### config.mk
export PLATFORM = sky130hd
export DESIGN_NAME = ctrl_wr_capture
export DESIGN_NICKNAME = d
export VERILOG_FILES = /design/src/rtl/ddr_pkg.sv /design/src/rtl/ctrl_dqs_edge_det.sv /design/src/rtl/ctrl_wr_capture.sv
export SDC_FILE = /design/constraint.sdc
export NUM_CORES = 1
export LEC_CHECK = 0
export BUFFER_PORTS_ARGS = -buffer_cell sky130_fd_sc_hd__buf_2
export CELL_PAD_IN_SITES_DETAIL_PLACEMENT = 0
export CELL_PAD_IN_SITES_GLOBAL_PLACEMENT = 1
export CORE_MARGIN = 2
export CORE_UTILIZATION = 46
export DETAILED_ROUTE_END_ITERATION = 6
export GPL_TIMING_DRIVEN = 0
export HOLD_SLACK_MARGIN = 0.12
export PLACE_DENSITY_LB_ADDON = 0.1
export SLEW_MARGIN = 10
export SYNTH_ARGS = -nofsm -noshare
export SYNTH_HDL_FRONTEND = slang
export SYNTH_SLANG_ARGS = --single-unit
### constraint.sdc
create_clock -name CK_t -period 2.6 [get_ports CK_t]
set_input_delay 0.52 -clock CK_t [delete_from_list [all_inputs] [get_ports CK_t]]
set_output_delay 0.52 -clock CK_t [all_outputs]
set_load 0.005 [all_outputs]
### src/rtl/ddr_pkg.sv
// Shared types and encodings for the DDR write-capture path.
// Defining DDR_WR_PARITY_EN adds a parity-mismatch flag, which widens err to 3 bits.
package ddr_pkg;

    localparam int CAP_W = 64;
    typedef logic [CAP_W-1:0] cap_word_t;

    typedef enum logic [2:0] {
        ST_IDLE,
        ST_WAIT_PRE,
        ST_PRE,
        ST_BURST,
        ST_POST
    } wr_state_e;

    typedef enum logic [1:0] {
        PRE_1CK = 2'd1,
        PRE_2CK = 2'd2
    } preamble_e;

    typedef enum logic [3:0] {
        BL_BC4 = 4'd4,
        BL_BL8 = 4'd8
    } burst_len_e;

    localparam int ERR_TMO = 0;
    localparam int ERR_STB = 1;
`ifdef DDR_WR_PARITY_EN
    localparam int ERR_PAR = 2;
    localparam int ERR_W   = 3;
`else
    localparam int ERR_W   = 2;
`endif

    // Any burst_length other than BC4 is captured as a full BL8 burst.
    function automatic logic [3:0] bl_beats(input logic [3:0] bl);
        return (bl == BL_BC4) ? 4'd4 : 4'd8;
    endfunction

    function automatic logic pre_is_2ck(input logic [1:0] pre);
        return pre == PRE_2CK;
    endfunction

endpackage

### src/rtl/ctrl_dqs_edge_det.sv
// Registers the differential write strobe and flags beat toggles, preamble start
// and invalid (non-differential) strobe levels.
module ctrl_dqs_edge_det (
    input  logic CK_t,
    input  logic reset_n,
    input  logic dqs_t,
    input  logic dqs_c,
    output logic beat_stb,
    output logic strobe_err,
    output logic pre_det
);

    logic dqs_t_q;
    logic dqs_c_q;

    // Reset to the preamble level so the first burst cycle sees a clean toggle.
    always_ff @(posedge CK_t or negedge reset_n) begin
        if (!reset_n) begin
            dqs_t_q <= 1'b0;
            dqs_c_q <= 1'b1;
        end else begin
            // NOTE: non-blocking assignments keep every flop sampling pre-edge values.
            dqs_t_q <= dqs_t;
            dqs_c_q <= dqs_c;
        end
    end

    // A valid beat needs both legs to flip; a one-legged flip already shows up as strobe_err.
    assign beat_stb   = (dqs_t_q ^ dqs_t) & (dqs_c_q ^ dqs_c);
    assign strobe_err = ~(dqs_t ^ dqs_c);
    assign pre_det    = ~dqs_t & dqs_c;

endmodule

### src/rtl/ctrl_wr_capture.sv
// Captures one DDR write burst (BC4/BL8) beat by beat into a wide word.
// Optional DDR_WR_PARITY_EN: an extra XOR-parity beat follows the data beats.
module ctrl_wr_capture
    import ddr_pkg::*;
#(
    parameter int DQ_W       = 8,
    parameter int MAX_BEATS  = 8,
    parameter int WR_TIMEOUT = 16
) (
    input  logic                      CK_t,
    input  logic                      reset_n,
    input  logic                      wr_start,
    input  logic [1:0]                preamble,
    input  logic [3:0]                burst_length,
    input  logic                      dqs_t,
    input  logic                      dqs_c,
    input  logic [DQ_W-1:0]           dq,
    output logic [DQ_W*MAX_BEATS-1:0] wr_data,
    output logic                      wr_data_valid,
    output logic                      busy,
    output logic [ERR_W-1:0]          err
);

    localparam int WORD_W = DQ_W * MAX_BEATS;
    localparam int TMO_W  = $clog2(WR_TIMEOUT + 1);

    wr_state_e         state_q, state_d;
    logic              pre2_q;
    logic              pre_cnt_q;
    logic [3:0]        n_beats_q;
    logic [3:0]        beat_cnt_q;
    logic [TMO_W-1:0]  tmo_cnt_q;
    logic [WORD_W-1:0] cap_q;

    logic beat_stb, strobe_err, pre_det;
    logic start_acc, capture, commit, set_tmo, set_stb;
`ifdef DDR_WR_PARITY_EN
    logic [DQ_W-1:0] par_acc_q;
    logic            set_par;
`endif

    ctrl_dqs_edge_det u_edge_det (
        .CK_t       (CK_t),
        .reset_n    (reset_n),
        .dqs_t      (dqs_t),
        .dqs_c      (dqs_c),
        .beat_stb   (beat_stb),
        .strobe_err (strobe_err),
        .pre_det    (pre_det)
    );

    always_ff @(posedge CK_t or negedge reset_n) begin
        if (!reset_n) state_q <= ST_IDLE;
        else          state_q <= state_d;
    end

    always_comb begin
        // NOTE: every signal driven here is defaulted first so no path infers a latch.
        state_d   = state_q;
        start_acc = 1'b0;
        capture   = 1'b0;
        commit    = 1'b0;
        set_tmo   = 1'b0;
        set_stb   = 1'b0;
`ifdef DDR_WR_PARITY_EN
        set_par   = 1'b0;
`endif
        unique case (state_q)
            ST_IDLE: begin
                if (wr_start) begin
                    start_acc = 1'b1;
                    state_d   = ST_WAIT_PRE;
                end
            end
            ST_WAIT_PRE: begin
                if (pre_det) begin
                    state_d = ST_PRE;
                end else if (tmo_cnt_q == TMO_W'(WR_TIMEOUT - 1)) begin
                    set_tmo = 1'b1;
                    state_d = ST_IDLE;
                end
            end
            ST_PRE: begin
                if (strobe_err) begin
                    set_stb = 1'b1;
                    state_d = ST_IDLE;
                end else if (pre_cnt_q == pre2_q) begin
                    state_d = ST_BURST;
                end
            end
            ST_BURST: begin
                if (strobe_err) begin
                    set_stb = 1'b1;
                    state_d = ST_IDLE;
                end else if (beat_stb) begin
`ifdef DDR_WR_PARITY_EN
                    if (beat_cnt_q == n_beats_q) begin
                        if (dq != par_acc_q) begin
                            set_par = 1'b1;
                            state_d = ST_IDLE;
                        end else begin
                            state_d = ST_POST;
                        end
                    end else begin
                        capture = 1'b1;
                    end
`else
                    capture = 1'b1;
                    if (beat_cnt_q == n_beats_q - 4'd1) state_d = ST_POST;
`endif
                end
            end
            ST_POST: begin
                commit  = 1'b1;
                state_d = ST_IDLE;
            end
            default: state_d = ST_IDLE;
        endcase
    end

    always_ff @(posedge CK_t or negedge reset_n) begin
        if (!reset_n) begin
            pre2_q        <= 1'b0;
            pre_cnt_q     <= 1'b0;
            n_beats_q     <= 4'd0;
            beat_cnt_q    <= 4'd0;
            tmo_cnt_q     <= '0;
            cap_q         <= '0;
            wr_data       <= '0;
            wr_data_valid <= 1'b0;
            err           <= '0;
`ifdef DDR_WR_PARITY_EN
            par_acc_q     <= '0;
`endif
        end else begin
            wr_data_valid <= 1'b0;
            // Second PRE cycle is marked by having been in PRE on the previous edge.
            pre_cnt_q     <= (state_q == ST_PRE);

            if (start_acc) begin
                pre2_q     <= pre_is_2ck(preamble);
                n_beats_q  <= bl_beats(burst_length);
                beat_cnt_q <= 4'd0;
                tmo_cnt_q  <= '0;
                cap_q      <= '0;
                err        <= '0;
`ifdef DDR_WR_PARITY_EN
                par_acc_q  <= '0;
`endif
            end

            if (state_q == ST_WAIT_PRE) tmo_cnt_q <= tmo_cnt_q + TMO_W'(1);

            if (capture) begin
                cap_q[int'(beat_cnt_q)*DQ_W +: DQ_W] <= dq;
                beat_cnt_q <= beat_cnt_q + 4'd1;
`ifdef DDR_WR_PARITY_EN
                par_acc_q  <= par_acc_q ^ dq;
`endif
            end

            if (set_tmo) err[ERR_TMO] <= 1'b1;
            if (set_stb) err[ERR_STB] <= 1'b1;
`ifdef DDR_WR_PARITY_EN
            if (set_par) err[ERR_PAR] <= 1'b1;
`endif

            // wr_data only changes on a completed burst; aborts leave it untouched.
            if (commit) begin
                wr_data       <= cap_q;
                wr_data_valid <= 1'b1;
            end
        end
    end

    assign busy = (state_q != ST_IDLE);

endmodule
# ---- Word-level counts from Yosys, hierarchy flattened
# Index checks and enable logic that the tools add are counted.
dict set report word_totals {
  out_inout_bits 68
  wordCells 79
  register_bits 151
}
dict set report classes {
  shifts 2
  n_bitwise 6
  n_reduce_logical 8
  muxes 32
  addsub 4
  n_eq_ne 14
}
# operator count
set ops {}
lappend ops {{2-to-1 mux 64 bit} 2}
lappend ops {{bitwise mux 64 bit} 1}
lappend ops {{variable shift 8 x 33 -> 64 bit (first input constant)} 1}
lappend ops {{variable part select 8 x 33 -> 64 bit} 1}
lappend ops {{negation 7 -> 33 bit} 1}
lappend ops {{2-to-1 mux 3 bit} 8}
lappend ops {{2-to-1 mux 1 bit} 14}
lappend ops {{2-to-1 mux 4 bit} 3}
lappend ops {{inequality test 3 bit (second input constant)} 4}
lappend ops {{case mux 3 bit (4 select lines)} 1}
lappend ops {{2-to-1 mux 5 bit} 2}
lappend ops {{nonzero test 2 bit} 4}
lappend ops {{equality test 3 x 2 -> 1 bit (second input constant)} 2}
lappend ops {{adder 5 x 1 -> 5 bit (second input constant)} 1}
lappend ops {{equality test 5 x 4 -> 1 bit (second input constant)} 1}
lappend ops {{AND reduction 5 bit} 1}
lappend ops {{adder 4 x 1 -> 4 bit (second input constant)} 1}
lappend ops {{equality test 4 x 3 -> 1 bit (second input constant)} 1}
lappend ops {{equality test 4 bit} 1}
lappend ops {{subtractor 4 x 1 -> 4 bit (second input constant)} 1}
lappend ops {{equality test 3 x 1 -> 1 bit (second input constant)} 1}
lappend ops {{equality test 3 bit (second input constant)} 1}
lappend ops {{zero test 3 bit} 1}
lappend ops {{nonzero test 3 bit} 1}
lappend ops {{8 further kinds} 11}

# ---- Longest topological paths before layout
# Gate-level depths: netlist (run 1).
dict set report logic_depth {
  depth_word 6
  ltp_mapped 8
}

# ---- Cells and area by module
# From an unflattened synthesis (run 1), not the netlist that was laid out.
dict set report hier_totals {
  hier_cells 505
  area_unflattened_um2 6187.2
}
# module instances seq_area_each_um2 cells_each area_per_inst_um2
set modules_own_cells {}
lappend modules_own_cells {ctrl_wr_capture 1 3678.5 498 6098.3}
lappend modules_own_cells {ctrl_dqs_edge_det 1 51.3 7 88.8}

# ---- Least setup slack after synthesis (run 1)
# Ideal clock, no wire load.
dict set report synth_timing {
  path_kind {input-to-reg}
  startpoint {input port dqs_t}
  endpoint {register cap_q[10]}
  arrival_ns 1.985
  slack_ns 0.535
  cell_stages 8
  setup_time_ns 0.079
  n_path_buf 2
  cell_sequence {inv_1 ha_1 nor4bb_1 and2_1 clkbuf_4 and4_4 buf_8 mux2i_1}
}
dict set report synth_between {
  elab_chain_len 6
}
# item line
set synth_lines {}
lappend synth_lines {{start: declaration} ctrl_wr_capture.sv:15} ;# input logic dqs_t,
lappend synth_lines {{XOR 1 bit} ctrl_dqs_edge_det.sv:29} ;# assign beat_stb = (dqs_t_q ^ dqs_t) & (dqs_c_q ^ dqs_c);
lappend synth_lines {{bitwise AND 1 bit} ctrl_dqs_edge_det.sv:29}
lappend synth_lines {{2-to-1 mux 1 bit} ctrl_wr_capture.sv:95} ;# end else if (beat_stb) begin
lappend synth_lines {{2-to-1 mux 1 bit *} ctrl_wr_capture.sv:92} ;# if (strobe_err) begin
lappend synth_lines {{2-to-1 mux 1 bit *} ctrl_wr_capture.sv:68} ;# unique case (state_q)
lappend synth_lines {{2-to-1 mux 64 bit *} ctrl_wr_capture.sv:154} ;# if (capture) begin
lappend synth_lines {{end signal: indexed assignment} ctrl_wr_capture.sv:155} ;# cap_q[int'(beat_cnt_q)*DQ_W +: DQ_W] <= dq;
lappend synth_lines {{end: declaration} ctrl_wr_capture.sv:33} ;# logic [WORD_W-1:0] cap_q;
# Every way passes the cells marked *; elsewhere a longest branch is shown, timed or not.
# A chain may end at the register's enable or synchronous reset.

# ---- Worst setup path in the final report (run 1)
dict set report layout_timing {
  startpoint {register beat_cnt_q[0]}
  endpoint {register cap_q[54]}
}
dict set report layout_between {
  elab_chain_len 4
}
# item line
set layout_lines {}
lappend layout_lines {{start: declaration} ctrl_wr_capture.sv:31} ;# logic [3:0] beat_cnt_q;
lappend layout_lines {{start signal: assignment} ctrl_wr_capture.sv:156} ;# beat_cnt_q <= beat_cnt_q + 4'd1;
lappend layout_lines {{negation 7 -> 33 bit *} ctrl_wr_capture.sv:155}
lappend layout_lines {{variable part select 8 x 33 -> 64 bit or variable shift 8 x 33 -> 64 bit (tied branches)} ctrl_wr_capture.sv:155}
lappend layout_lines {{bitwise mux 64 bit *} ctrl_wr_capture.sv:155}
lappend layout_lines {{2-to-1 mux 64 bit *} ctrl_wr_capture.sv:154}
# Marks and branches as above.

==> flow_summary.ini, run 1 <==
[final_layout]
drive_above_1_share = 0.350
fillCellCount = 1224
area_delta_synth_final_pct = 20.5
num_antenna_cells = 0
multi_input_area_sq_um = 2440
nNetsFinal = 635
seq_area_sq_um = 3730

[critical_path]
worstRegToRegCells = 7
cp-start-kind = register
crit_type = reg2reg
worstPathMaxFanout = 10
cp.arrival_ps = 2740
required_ps = 2930
crit_path_end_kind = register

[pwr]
clkPwrFrac = 0.417
combinationalPowerShare = 0.157
p_switching_mw = 1.63
power_frac_seq = 0.426
sw_frac_of_total = 0.274
peakVddDrop_v = 0.000440
leakage_nw = 4.11
internal-power_mw = 4.32
power.density_nw_per_um2 = 771
p_total_mw = 5.96

[sta]
fin_ws_ps = 198
fin_crit_ps = 2400
period_share = 0.924
maxSlewHeadroom = 0.585
fin_skew_ps = 8.93
rsz0062_at_grt = no
max_freq_mhz = 416
worstMarginPinSlew_ps = 620
setup_viol = 0
final_hold_viol_count = 0
drv_slew = 0

[placement]
place_ws_ps = 48.6
portBuffers = 86
gp_congestion = 0.811
dp_hpwl_microns = 9890

[yosys]
ys.flop_type = dfrtp_1
synth_top_area_share = 0.578
async_flop_share = 1.00
synth-seq-cells = 149
syn_inst = 501
ys_top_cells_by_count = dfrtp_1, nand2_1, mux2i_1
syn_area_per_cell_sq_um = 12.8
synthesis.area_sq_um = 6410
ys_types = 48
synth_nets = 528
synth_area_leaders = dfrtp_1, mux2_2, mux2i_1, nand2_1, ha_1
ys_seq_area_frac = 0.582
synth.most_common_cell = dfrtp_1
yosys.area.top_type = dfrtp_1
ys_warn_count = 0
synth_edf_count = 0

[hold_path]
hold_depth = 1
hold_path.class = in2reg

[global_route]
antenna_found_initial = 0
grt_pass1_vias = 4205
grt_pass1_wl_microns = 22500
grt_max_degree = 116
grt_overflow = 0
grt_use_total = 0.202

[route]
drc = 0
vias = 4099
wl_per_cell_microns = 17.3
vias_per_cell = 5.12
drt-pass1-iter-count = 4
finalWirelength_microns = 13800
drtIter0Drc = 239
ant_nets = 0

[floorplanning]
pin_count = 87
dieHeight_microns = 122
initial_utilization = 0.467
row_count = 43
die_w_microns = 122
dieArea_sq_um = 14900
fp.coreArea_sq_um = 13700

[run]
drv_cap = 0

[clock_network]
clock_latency_ps = 420
post-cts-setup-buffers = 0
clock_path_buffers = 2
cts_inserted_buffers = 17
cts_tree = yes
root_buffer = clkbuf_16
htree_levels = 4
clock_sinks = 149
clk_pin_slew_ps = 60

[status]
outcome = complete, no violations
[timing repair]
item                       4_1_cts  5_1_grt
hold buffers                     1        0
hold endpoints to repair        34        0
setup endpoints to repair        0       10
gates resized for setup          0        1
[stage by stage]
stage / hold WS, ps / TNS [ps] / util / area [sq um] / cells
after CTS: 206 / 0 / 0.562 / 7710 / 800
after global routing: 220 / 0 / 0.563 / 7720 / 800
final: 223 / 0 / 0.563 / 7720 / 800
after detailed placement: 405 / 0 / 0.517 / 7100 / 768
after global placement: 454 / -160640 / 0.515 / 7060 / 767
after floorplan: 224 / 0 / - / 6410 / 501
[area by class of cell]
type | count | share of cell area
multi-input cells | 310 | 0.316
flip-flops and latches | 149 | 0.483
inverters | 16 | 0.00778
clock buffers | 25 | 0.0668
well taps | 180 | 0.0292
clock inverters | 6 | 0.0117
plain buffers | 26 | 0.0237
repair buffers | 88 | 0.0619
[placed cells by master (no fill, tap or decap), types with 2 or more instances in the layout]
cell and n:
a21o_1 2, a21oi_1 3, and2_1 2, and3_1 2, and4_4 2, buf_2 96, buf_4 6, buf_6 3
buf_8 3, bufinv_16 2, clkbuf_1 5, clkbuf_16 17, clkbuf_8 6, dfrtp_1 148, ha_1 8, inv_1 16
mux2_2 65, mux2i_1 68, nand2_1 90, nand2b_1 5, nand3_1 8, nand4_2 2, nand4_4 2, nor2_1 10
nor3_1 2, nor3b_1 4, o21ai_0 6, or3_1 3, xnor2_1 4, xor2_1 2
[final timing paths]
path,slack (ps),start,endpoint
worst max-delay path,200,beat_cnt_q[0],cap_q[54]
worst min register to register,480,tmo_cnt_q[3],tmo_cnt_q[3]
max in group asynchronous,1190,reset_n,state_q[1]
worst min-delay path,220,dqs_c,u_edge_det.dqs_c_q
min in group asynchronous,550,reset_n,wr_data[1]
worst max register to register,200,beat_cnt_q[0],cap_q[54]
[power by group through the flow]
stage	logic, mW	registers (mW)	clock network, mW
CTS	0.945	2.54	2.53
detailed placement	0.940	2.58	0
floorplan	0.663	2.55	0
global placement	0.916	2.57	0
finish	0.936	2.53	2.49
global route	1.07	2.55	2.63
[metal layers]
metal / GRT usage / up-vias / part of all wire
met3: 0.0398 / 21 / 0.033
met5: 0 / - / 0
met4: 0.0783 / 0 / 0.019
li1: - / 1926 / -
met2: 0.318 / 69 / 0.49
met1: 0.279 / 2083 / 0.46
[critical path, stage by stage, from the launching register on]
cell and delay [ps]:
dfrtp_1 410, buf_2 260, inv_1 120, ha_1 270, nand2b_1 190, a211oi_2 340, nand4_2 440, mux2i_1 290
[kinds of logic after synthesis]
logic type | share of synthesized area
mux | 0.221
xor+xnor | 0.00820
simple gates | 0.115
fa+ha+maj | 0.0156
compound gates | 0.0209
buf+inv | 0.0379
flops | 0.582
[flip-flops by register name (all words and copies together) (netlist names)]
register	flops
u_edge_det.dqs_t_q	1
err	2
u_edge_det.dqs_c_q	1
pre_cnt_q	1
state_q	3
wr_data	64
tmo_cnt_q	5
pre2_q	1
cap_q	64
beat_cnt_q	4
wr_data_valid	1
n_beats_q	2
No activity file was read; power rests on OpenSTA's default activity.
==> run 2: changes to the inputs <==
Settings changed: ABC_AREA set to 1, CORE_UTILIZATION 46 to 43.
==> run 2 against run 1 <==
Against the previous run:
- maximum frequency is 2.8% lower
- clock-buffer cell count decreased by 6
- design area increased by 1.4%
- worst setup slack worse by 69 ps
- largest power group is now clock
==> flow_summary.ini, run 2 <==
[yosys]
ys_types = 32
synth_compound_area_frac = 0.0565
ys.flop_type = dfrtp_1
synth_nets = 783
syn_inst = 756
synth.most_common_cell = nand2_1
synthSimpleGateAreaFrac = 0.288
synth-seq-cells = 149
synth_area_leaders = dfrtp_1, nand2_1, o21ai_0, inv_1, nand3_1
synthXorXnorAreaFrac = 0.00542
synth_mux_area_frac = 0
synth_top_family_by_area = simple AND/OR/NAND/NOR gates
synth_adder_area_share = 0.0155
synth_edf_count = 0
ys_warn_count = 0
ys_seq_area_frac = 0.577
yosys.area.top_type = dfrtp_1
synth_top_area_share = 0.573
ys_top_cells_by_count = nand2_1, dfrtp_1, o21ai_0
syn_area_per_cell_sq_um = 8.55
synthesis.area_sq_um = 6460
async_flop_share = 1.00

[critical_path]
cpPeakStageDelay_ps = 410
worstSetupStartpoint = beat_cnt_q[0]
crit_path_end_kind = register
cp_num_buf_inv = 5
cp.arrival_ps = 2810
r2r-start = beat_cnt_q[0]
path_cells = buf_2, inv_1, buf_4, ha_1, buf_2, clkinv_1, nor3_1, nand2_1, o21ai_0
worstPathMaxFanout = 10
slowest_stage = nor3_1
crit_type = reg2reg
cp_top_family = buffers and inverters
required_ps = 2940
cp-start-kind = register
crit_path_frequent_cell = buf_2

[final_layout]
nNetsFinal = 890
final_common_cell = nand2_1
seq_area_sq_um = 3730
utilization = 0.537
final_cell_mix = nand2_1, dfrtp_1, buf_2
area_delta_synth_final_pct = 21.2
fillCellCount = 1372
multi_input_area_sq_um = 2370
drive_above_1_share = 0.179
stdcell_count = 1060
num_antenna_cells = 0
top_regs = cap_q: 64 flops, wr_data: 64 flops, tmo_cnt_q: 5 flops

[pwr]
leakage_nw = 4.32
power.density_nw_per_um2 = 760
peakVddDrop_v = 0.000440

[global_route]
antenna_found_initial = 0
use_met2 = 0.321
grt_pass1_wl_microns = 26200
grt_use_total = 0.207
grt_pass1_vias = 5111
grt_max_degree = 105
busiest_layer = met2
grt_overflow = 0
grtUsageMet3 = 0.0388
grt_use_met1 = 0.292

[sta]
fin_ws_ps = 129
period_share = 0.950
maxSlewHeadroom = 0.579
setup_tns_ps = 0
setup_viol = 0
drv_slew = 0
max_freq_mhz = 405
rsz0062_at_grt = yes
fin_skew_ps = 5.58
fin_crit_ps = 2470
worstMarginPinSlew_ps = 632
final_hold_viol_count = 0

[hold_path]
worstHoldStart = dqs_c
hold_path.class = in2reg

[clock_network]
clock_sinks = 149
clock_path_buffers = 2
root_buffer = clkbuf_16
cts_inserted_buffers = 17
htree_levels = 4
cts_tree = yes
post-cts-setup-buffers = 0
clk_pin_slew_ps = 60
clock_latency_ps = 420

[status]
outcome = complete, no violations

[route]
vias = 5180
drtIter0Drc = 303
drc = 0
ant_nets = 0
vias_per_cell = 4.89
finalWirelength_microns = 15500
wl_per_cell_microns = 14.6
drt-pass1-iter-count = 4

[floorplanning]
row_count = 44
dieHeight_microns = 127
die_w_microns = 127
initial_utilization = 0.443
fp.coreArea_sq_um = 14600
pin_count = 87
dieArea_sq_um = 16000

[placement]
gp_congestion = 0.866
portBuffers = 86
dp_hpwl_microns = 11100
dp.cells = 1027
place_ws_ps = 141

[run]
drv_cap = 0
## run 2: cell count changes after synthesis, sizes merged, moves of 6 or more
cell    before  now
o21ai        7   57
inv         16   47
mux2        65    0
nand2       90  362
mux2i       68    0
nor3         3    9
clkbuf       4   17
buf         22   15
nand3        8   36
nor2        11   36
## run 2: per-layer routing
| metal | share of wire | vias up | wire (microns) |
|---|---|---|---|
| met4 | 0.019 | 0 | 293 |
| li1 | - | 2589 | - |
| met5 | 0 | - | 0 |
| met1 | 0.49 | 2449 | 7500 |
| met3 | 0.039 | 22 | 604 |
| met2 | 0.46 | 120 | 7060 |
## run 2: cell families (layout without fill, tap and decap cells)
group                    Yosys count  in the layout
AND/OR/NAND/NOR                  447            447
AO/OA/AOI/OAI                     68             68
XOR/XNOR                           4              4
adder cells (fa/ha/maj)            8              8
buffers and inverters             80            200
flip-flops                       149            149
## run 2: cell type report
cell class	instances	share of cell area
Clock buffer	19	0.0578
Multi-Input combinational cell	527	0.302
Sequential cell	149	0.476
Inverter	48	0.0230
Clock inverter	13	0.0259
Tap cell	184	0.0294
Timing Repair Buffer	88	0.0610
Buffer	32	0.0241
## run 2: where the power goes
part / switching (mW) / internal [mW] / total, mW
sequential: 0.0688 / 2.41 / 2.48
clock: 0.976 / 1.75 / 2.73
combinational: 0.518 / 0.226 / 0.744
total: 1.56 / 4.38 / 5.95
## run 2: through the flow
stage / instance area, sq um / total power [mW] / hold WS, ps
finish: 7830 / 5.95 / 223
CTS: 7830 / 6.02 / 203
global route: 7830 / 6.21 / 217
detailed placement: 7160 / 3.27 / 441
global placement: 7120 / 3.25 / 457
floorplan: 6460 / 3.01 / 224
## run 2: worst register-to-register path, delay by kind of cell (launching register included)
kind	cells	cell delay, ps
buffers and inverters	5	1070
and+or+nand+nor	2	510
DFF	1	400
adders and majority gates	1	330
AOI/OAI and AO/OA	1	80
## run 2: final timing paths
path / to / slack [ps] / cells after the start
hold reg to reg: wr_data[49] / 470 / 2
min in group asynchronous: wr_data[16] / 580 / 2
hold / removal: u_edge_det.dqs_c_q / 220 / 1
setup reg to reg: cap_q[10] / 130 / 9
max in group asynchronous: cap_q[6] / 1230 / 3
setup / recovery: cap_q[10] / 130 / 9
## run 2: what timing repair did
item                                    CTS  global route
hold endpoints to repair                 44             0
hold buffers                              1             0
endpoints found under the setup margin    0             2
resized for setup                         0             1
==> run 3: changes to the inputs <==
Settings changed: CORE_UTILIZATION 43 to 44, SYNTH_HIERARCHICAL set to 1.
==> run 3 against run 2 <==
Against the previous run:
- sequential cell count unchanged
- critical path depth fell by 1
- synthesized area grew 6.4%
- critical endpoint unchanged
- largest cell class unchanged
==> flow_summary.ini, run 3 <==
[yosys]
ys.flop_type = dfrtp_1
synth.most_common_cell = nand2_1
ys_types = 40
synth_top_area_share = 0.539
syn_area_per_cell_sq_um = 8.52
synth_edf_count = 0
ys_seq_area_frac = 0.542
ys_top_cells_by_count = nand2_1, dfrtp_1, inv_1
synth-seq-cells = 149
syn_inst = 807
synth_nets = 834
ys_warn_count = 6
yosys.area.top_type = dfrtp_1
synth_area_leaders = dfrtp_1, nand2_1, nand3_1, inv_1, o21ai_0
async_flop_share = 1.00
synthesis.area_sq_um = 6880

[final_layout]
drive_above_1_share = 0.208
final_cell_mix = nand2_1, dfrtp_1, buf_2
num_antenna_cells = 0
design_area_sq_um = 8240
area_delta_synth_final_pct = 19.8
final_common_cell = nand2_1
nNetsFinal = 941
top_regs = cap_q: 64 flops, wr_data: 64 flops, tmo_cnt_q: 5 flops
fillCellCount = 1499
utilization = 0.540

[floorplanning]
dieHeight_microns = 129
row_count = 45
pin_count = 87
die_w_microns = 129
fp.coreArea_sq_um = 15300
dieArea_sq_um = 16600
initial_utilization = 0.451

[critical_path]
cp_top_family = buffers and inverters
slowest_stage = dfrtp_1
cp_num_buf_inv = 4
required_ps = 2900
cpPeakStageDelay_ps = 480
crit_path_end_kind = register
cp-start-kind = register
cp.arrival_ps = 2540
crit_type = reg2reg
crit_path_frequent_cell = inv_2
worstPathMaxFanout = 10
path_cells = inv_2, ha_1, buf_6, inv_2, clkbuf_1, nor2_1, nand2_1, o21ai_0

[hold_path]
hold_path.class = in2reg

[pwr]
internal-power_mw = 4.28
peakVddDrop_v = 0.000433
leakage_nw = 4.64
p_switching_mw = 1.57
combinationalPowerShare = 0.139
sw_frac_of_total = 0.269
clkPwrFrac = 0.438
p_total_mw = 5.85
power_frac_seq = 0.423
power.density_nw_per_um2 = 711

[global_route]
grt_use_total = 0.217
grt_pass1_wl_microns = 27700
antenna_found_initial = 0
grt_pass1_vias = 5533
grt_max_degree = 94
grt_overflow = 0

[route]
drt-pass1-iter-count = 5
vias_per_cell = 4.86
drtIter0Drc = 371
wl_per_cell_microns = 14.7
vias = 5522
drc = 0
finalWirelength_microns = 16700
ant_nets = 0

[sta]
drv_slew = 0
worstMarginPinSlew_ps = 530
rsz0062_at_grt = no
max_freq_mhz = 446
period_share = 0.861
setup_viol = 0
maxSlewHeadroom = 0.644
fin_skew_ps = 8.22
final_hold_viol_count = 0
fin_crit_ps = 2240

[clock_network]
ctsResizeCount = 0
post-cts-setup-buffers = 0
cts_hold_buf = 1
clock_path_buffers = 2
clk_pin_slew_ps = 60
htree_levels = 4
root_buffer = clkbuf_16
cts_tree = yes
clock_latency_ps = 420
cts_inserted_buffers = 17
clock_sinks = 149

[status]
outcome = complete, no violations

[placement]
place_area_sq_um = 7610
portBuffers = 86
gp_congestion = 0.876
dp_hpwl_microns = 12400

[run]
drv_cap = 0
==> run 3: cells by family (layout without fill, tap and decap cells) <==
group,after synthesis,after routing,share of synthesized area
simple gates,498,498,0.317
flops,149,149,0.542
buf+inv,90,209,0.0639
compound gates,58,58,0.0548
fa+ha+maj,8,8,0.0146
xor+xnor,4,4,0.00728
==> run 3: metrics by stage <==
step	hold slack [ps]	instances	TNS, ps	setup slack [ps]
after floorplan	224	807	0	673
after global placement	455	1104	-157860	-1080
after detailed placement	458	1105	0	342
after CTS	220	1137	0	372
after global routing	230	1137	0	229
final	236	1137	0	360
==> run 3: final timing paths <==
check | startpoint | end | slack [ps] | cells past startpoint
hold reg to reg | wr_data[54] | wr_data[54] | 470 | 2
min in group asynchronous | reset_n | wr_data[10] | 610 | 2
setup reg to reg | beat_cnt_q[0] | cap_q[10] | 360 | 8
setup / recovery | beat_cnt_q[0] | cap_q[10] | 360 | 8
hold / removal | dqs_c | u_edge_det/dqs_c_q | 240 | 1
max in group asynchronous | reset_n | cap_q[37] | 1210 | 3
==> run 3: power groups by stage <==
stage	Sequential [mW]	Clock (mW)	Combinational, mW
after floorplan	2.50	0	0.553
after global placement	2.51	0	0.792
after detailed placement	2.52	0	0.816
after CTS	2.47	2.61	0.822
after global routing	2.49	2.70	0.916
final	2.47	2.57	0.813
==> run 3: worst register-to-register path: cells and delay by family (launching register included) <==
family          cells  cell delay (ps)
simple gates        2              270
buf+inv             4              930
compound gates      1               90
flops               1              480
fa+ha+maj           1              350
==> run 3: area by class of cell <==
cell class / count / area, sq um / share of cell area
inverters: 59 / 221 / 0.0269
plain buffers: 31 / 218 / 0.0264
well taps: 211 / 264 / 0.0321
flip-flops and latches: 149 / 3730 / 0.453
clock inverters: 8 / 121 / 0.0147
clock buffers: 23 / 498 / 0.0605
multi-input cells: 568 / 2710 / 0.329
repair buffers: 88 / 478 / 0.0580
==> run 3: routing by layer <==
layer	GRT usage	share of wire
met5	0	0
met4	0.0838	0.021
met3	0.0391	0.038
met2	0.347	0.47
met1	0.294	0.47
